==> src/rtl/hazard_pkg.sv <==
// Shared stage-tag types and bubble constants for the hazard tag pipeline.
package hazard_pkg;

  localparam int REG_ADDR_W = 4;

  typedef struct packed {
    logic                  valid;
    logic [REG_ADDR_W-1:0] ra1;
    logic [REG_ADDR_W-1:0] ra2;
    logic [REG_ADDR_W-1:0] wa3;
    logic                  reg_write;
    logic                  mem_to_reg;
  } tag_e_t;

  typedef struct packed {
    logic                  valid;
    logic [REG_ADDR_W-1:0] wa3;
    logic                  reg_write;
    logic                  mem_to_reg;
  } tag_m_t;

  typedef struct packed {
    logic                  valid;
    logic [REG_ADDR_W-1:0] wa3;
    logic                  reg_write;
  } tag_w_t;

  localparam tag_e_t TAG_E_BUBBLE = '0;
  localparam tag_m_t TAG_M_BUBBLE = '0;
  localparam tag_w_t TAG_W_BUBBLE = '0;

endpackage

==> src/rtl/hazard_tag_cmp.sv <==
// Valid-gated register-address comparator: fires when either source address
// equals the destination and both sides hold real instructions.
module hazard_tag_cmp
  import hazard_pkg::*;
#(
  parameter int W = REG_ADDR_W
) (
  input  logic         src_valid_i,
  input  logic [W-1:0] src_a_i,
  input  logic [W-1:0] src_b_i,
  input  logic         dst_valid_i,
  input  logic [W-1:0] dst_i,
  output logic         match_o
);

  // Single-source users tie src_b_i to src_a_i.
  assign match_o = src_valid_i & dst_valid_i & ((src_a_i == dst_i) | (src_b_i == dst_i));

endmodule

==> src/rtl/hazard_match_pipe.sv <==
// Register-tag pipeline feeding the hazard unit (D -> E -> M -> W).
// Optional stall counter output enabled by defining HAZARD_STALL_CNT_EN.
module hazard_match_pipe #(
  parameter int REG_ADDR_W = hazard_pkg::REG_ADDR_W
) (
  input  logic                  clk,
  input  logic                  reset,
  input  logic [REG_ADDR_W-1:0] RA1D,
  input  logic [REG_ADDR_W-1:0] RA2D,
  input  logic [REG_ADDR_W-1:0] WA3D,
  input  logic                  ValidD,
  input  logic                  RegWriteD,
  input  logic                  MemtoRegD,
  input  logic                  LDRstall,
  input  logic                  BranchTakenE,
  output logic                  Match_1E_M,
  output logic                  Match_1E_W,
  output logic                  Match_2E_M,
  output logic                  Match_2E_W,
  output logic                  Match_12D_E,
  output logic                  RegWriteM,
  output logic                  RegWriteW,
  output logic                  MemtoRegE,
  output logic                  StallF,
  output logic                  StallD,
`ifdef HAZARD_STALL_CNT_EN
  output logic [15:0]           StallCount,
`endif
  output logic                  FlushE
);

  import hazard_pkg::*;

  tag_e_t e_q, e_d;
  tag_m_t m_q, m_d;
  tag_w_t w_q, w_d;

  assign StallF = LDRstall;
  assign StallD = LDRstall;
  assign FlushE = LDRstall | BranchTakenE;

  // NOTE: every variable driven in always_comb gets a default first so no latch is inferred.
  always_comb begin
    e_d = TAG_E_BUBBLE;
    if (!FlushE) begin
      e_d.valid      = ValidD;
      e_d.ra1        = RA1D;
      e_d.ra2        = RA2D;
      e_d.wa3        = WA3D;
      e_d.reg_write  = RegWriteD & ValidD;
      e_d.mem_to_reg = MemtoRegD & ValidD;
    end
    m_d = '{valid: e_q.valid, wa3: e_q.wa3, reg_write: e_q.reg_write,
            mem_to_reg: e_q.mem_to_reg};
    w_d = '{valid: m_q.valid, wa3: m_q.wa3, reg_write: m_q.reg_write};
  end

  // NOTE: sequential state uses non-blocking assignments so all stages shift on the same edge.
  always_ff @(posedge clk) begin
    if (reset) begin
      e_q <= TAG_E_BUBBLE;
      m_q <= TAG_M_BUBBLE;
      w_q <= TAG_W_BUBBLE;
    end else begin
      e_q <= e_d;
      m_q <= m_d;
      w_q <= w_d;
    end
  end

  assign RegWriteM = m_q.reg_write;
  assign RegWriteW = w_q.reg_write;
  assign MemtoRegE = e_q.mem_to_reg;

  // MemtoRegM travels with the datapath but nothing in this block consumes it.
  logic unused_mem_to_reg_m;
  assign unused_mem_to_reg_m = m_q.mem_to_reg;

  hazard_tag_cmp #(.W(REG_ADDR_W)) u_cmp_1e_m (
    .src_valid_i(e_q.valid), .src_a_i(e_q.ra1), .src_b_i(e_q.ra1),
    .dst_valid_i(m_q.valid), .dst_i(m_q.wa3), .match_o(Match_1E_M)
  );

  hazard_tag_cmp #(.W(REG_ADDR_W)) u_cmp_1e_w (
    .src_valid_i(e_q.valid), .src_a_i(e_q.ra1), .src_b_i(e_q.ra1),
    .dst_valid_i(w_q.valid), .dst_i(w_q.wa3), .match_o(Match_1E_W)
  );

  hazard_tag_cmp #(.W(REG_ADDR_W)) u_cmp_2e_m (
    .src_valid_i(e_q.valid), .src_a_i(e_q.ra2), .src_b_i(e_q.ra2),
    .dst_valid_i(m_q.valid), .dst_i(m_q.wa3), .match_o(Match_2E_M)
  );

  hazard_tag_cmp #(.W(REG_ADDR_W)) u_cmp_2e_w (
    .src_valid_i(e_q.valid), .src_a_i(e_q.ra2), .src_b_i(e_q.ra2),
    .dst_valid_i(w_q.valid), .dst_i(w_q.wa3), .match_o(Match_2E_W)
  );

  hazard_tag_cmp #(.W(REG_ADDR_W)) u_cmp_12d_e (
    .src_valid_i(ValidD), .src_a_i(RA1D), .src_b_i(RA2D),
    .dst_valid_i(e_q.valid), .dst_i(e_q.wa3), .match_o(Match_12D_E)
  );

`ifdef HAZARD_STALL_CNT_EN
  logic [15:0] stall_cnt_q, stall_cnt_d;

  // Saturating: holds at 0xFFFF instead of wrapping.
  always_comb begin
    stall_cnt_d = stall_cnt_q;
    if (LDRstall && (stall_cnt_q != 16'hFFFF)) stall_cnt_d = stall_cnt_q + 16'd1;
  end

  always_ff @(posedge clk) begin
    if (reset) stall_cnt_q <= '0;
    else       stall_cnt_q <= stall_cnt_d;
  end

  assign StallCount = stall_cnt_q;
`endif

endmodule

==> config.mk <==
export PLATFORM = sky130hd
export DESIGN_NAME = hazard_match_pipe
export DESIGN_NICKNAME = d
export VERILOG_FILES = /design/src/rtl/hazard_pkg.sv /design/src/rtl/hazard_tag_cmp.sv /design/src/rtl/hazard_match_pipe.sv
export SDC_FILE = /design/constraint.sdc
export NUM_CORES = 1
export LEC_CHECK = 0
export CORE_ASPECT_RATIO = 1.25
export CORE_MARGIN = 4
export CORE_UTILIZATION = 46
export DETAILED_ROUTE_END_ITERATION = 8
export PLACE_DENSITY = 0.77
export SLEW_MARGIN = 10
export SYNTH_ARGS = -nofsm -noshare
export SYNTH_HDL_FRONTEND = slang
export SYNTH_SLANG_ARGS = --single-unit
export TNS_END_PERCENT = 1
==> constraint.sdc <==
create_clock -name clk -period 1.3 [get_ports clk]
set_clock_uncertainty 0.2 [all_clocks]
set_input_delay 0.26 -clock clk [delete_from_list [all_inputs] [get_ports clk]]
set_output_delay 0.26 -clock clk [all_outputs]
set_load 0.1 [all_outputs]
==> flow_summary_export.csv <==
group,metric,value,unit
finish,antenna_cells,0,
sta,tightest_slew,0.310,ns
yosys,yosys-top-cells-count,"27 x dfxtp_1, 14 x xnor2_1, 12 x and2_2",
run_status,violations,"setup timing",
pwr,leakagePower,0.684,nW
setup_path,cp-end-kind,"primary output",
pwr,power.total,1.44,mW
finish,fin_nets,156,
finish,stdcell_count,167,
run_status,status,"finished, violations left",
floorplanning,die_w,51.1,um
route,wirelength,2200,um
clock_tree,clock_latency,0.32,ns
place,place_congestion,0.749,
sta,period_share,1.48,
floorplanning,start_util,0.483,
clock_tree,path_clk_slew,0.13,ns
floorplanning,die_h,61.9,um
place,dp_slack,-0.613,ns
sta,hold_viol,0,
yosys,ys_ff_latch,27,
yosys,yosysSeqAreaShare,0.506,
grt,antenna_found_initial,0,
yosys,synth_area_leader_cell,"dfxtp_1",
yosys,ys_types,23,
yosys,ys.flop_type,"dfxtp_1",
sta,fmax,521,MHz
yosys,avgSynthCellArea,10.9,sq um
yosys,synthCells,98,
route,remaining_drc_errors,0,
route,first_pass_iters,3,
yosys,ys_top_cells_by_area,"dfxtp_1 51%, xnor2_1 11%, and2_2 8.4%",
route,vias,764,
grt,grt_pass1_vias,813,
finish,fillers,156,
setup_path,critPathKind,"input pin to primary output",
floorplanning,core,2210,sq um
setup_path,start_kind,"input pin",
setup_path,crit_fanout,2,
sta,final_max_slew_viol_count,0,
setup_path,path_cells,"clkdlybuf4s50_1 > xnor2_1 > nand4_1 > a21oi_2 > buf_12",
clock_tree,cts.path.max_buffers,2,
grt,grt.overflow.total,0,
yosys,synth_area,1070,sq um
setup_path,arrival,1.46,ns
clock_tree,numCtsBuffers,3,
yosys,yosysTopAreaCellShare,0.506,
pwr,ir_drop,0.702,mV
clock_tree,cts.sinks,27,
sta,period_needed,1.92,ns
setup_path,max_stage_delay,0.50,ns
floorplanning,rows,19,
clock_tree,cts_setup_buffers,0,
setup_path,crit_required,0.84,ns
sta,grt_setup_unrepaired,"yes",
pwr,p_per_area,856,nW/um^2
yosys,synth_nets,117,
sta,finalSetupViolCount,13,
place,dp_cells,163,
yosys,synth_warnings,0,
clock_tree,root_buffer,"clkbuf_4",
sta,setup_slack,-0.618,ns
job,max-cap-violations,0,
finish,layout-drive-gt1-share,0.485,
finish,final_util,0.761,
grt,grt_usage,0.159,
route,drt-wirelength-per-cell,13.1,um
finish,area_growth,57.5,%
floorplanning,die_area,3160,sq um
place,port-buffer-count,29,
yosys,synth_edf_count,0,
clock_tree,h-tree-depth,1,
yosys,synth-async-reset-ratio,0,
hold_path,timing.hold.worst.class,"register to register",
route,ant_nets,0,
floorplanning,io_pins,30,
route,vias_per_cell,4.57,
setup_path,critPathSlowestCell,"clkdlybuf4s50_1",
yosys,yosysMostFrequentCell,"dfxtp_1",
grt,grt_pass1_wl,3480,um
clock_tree,cts_tree,"done",
sta,max_slew_margin,0.792,
place,hpwl,1810,um
grt,grt_max_degree,16,
route,drtIter0Drc,5,
-- critical path, delay by kind of cell --
kind                   cells  cell delay [ns]
buffers and inverters      2             0.70
AO/OA/AOI/OAI              1             0.22
XOR/XNOR                   1             0.14
AND/OR/NAND/NOR            1             0.14
-- cells by family (layout without fill, tap and decap cells) --
group                  Yosys count  count (layout)  synth area share
buffers and inverters            6              44            0.0351
flip-flops                      27              27             0.506
AND/OR/NAND/NOR                 40              40             0.256
XOR/XNOR                        22              22             0.180
AO/OA/AOI/OAI                    3               3            0.0222
-- metal layers --
layer / vias up / part of all wire / GRT usage
li1: 392 / - / -
met1: 347 / 0.36 / 0.143
met2: 20 / 0.58 / 0.324
met3: 5 / 0.036 / 0.0215
met4: 0 / 0.027 / 0.112
met5: - / 0 / 0
-- metrics by stage --
step                cell area, sq um  TNS (ns)  hold slack (ns)
floorplan                       1120     -3.70            0.132
global placement                1600     -7.98            0.221
detailed placement              1600     -8.37            0.235
CTS                             1670     -3.84            0.255
global route                    1680     -4.45            0.276
finish                          1680     -3.80            0.256
-- power breakdown --
part	internal [mW]	total (mW)	switching, mW
clock	0.120	0.350	0.230
sequential	0.845	0.862	0.0162
combinational	0.123	0.229	0.106
-- final cells by class --
cell class / instances / area, sq um / area share
sequential: 27 / 559 / 0.332
multi-input combinational: 65 / 583 / 0.346
timing repair buffer: 38 / 468 / 0.278
tap: 31 / 38.8 / 0.0230
inverter: 2 / 7.51 / 0.00446
clock buffer: 4 / 26.3 / 0.0156
-- path summary, 6_finish.rpt --
check                           startpoint     endpoint  slack, ns  depth (start not counted)
worst max-delay path               RA1D[1]  Match_12D_E      -0.62                          5
worst min-delay path                e_q[1]    RegWriteM       0.26                          1
worst max register to register     e_q[14]       m_q[6]       0.41                          2
worst min register to register      e_q[1]    RegWriteM       0.26                          1
-- flip-flops by register name, indices dropped and copies added, names as in the netlist --
name       cells
RegWriteW      1
MemtoRegE      1
RegWriteM      1
w_q            5
e_q           14
m_q            5
-- cells in the final DEF, fill, tap and decap left out, drive strengths merged --
cell type and n:
and2 13, o221ai 1, nor3 2, nand4 2, a221o 1, nor2b 8
a21oi 1, xnor2 14, xor2 8, inv 2, nor4 2, buf 20
and3 2, nor2 1, nand2 2, clkbuf 4, clkdlybuf4s50 18, or2 1
and2b 4, nand3 3, dfxtp 27
-- timing repair --
| item | CTS | global route |
|---|---|---|
| gates resized for setup | 17 | 5 |
| endpoints found under the setup margin | 12 | 19 |
| hold endpoints to repair | 0 | 0 |
| pin swaps | 7 | 2 |
| hold buffers | 0 | 0 |
(Power assumes the default switching activity.)
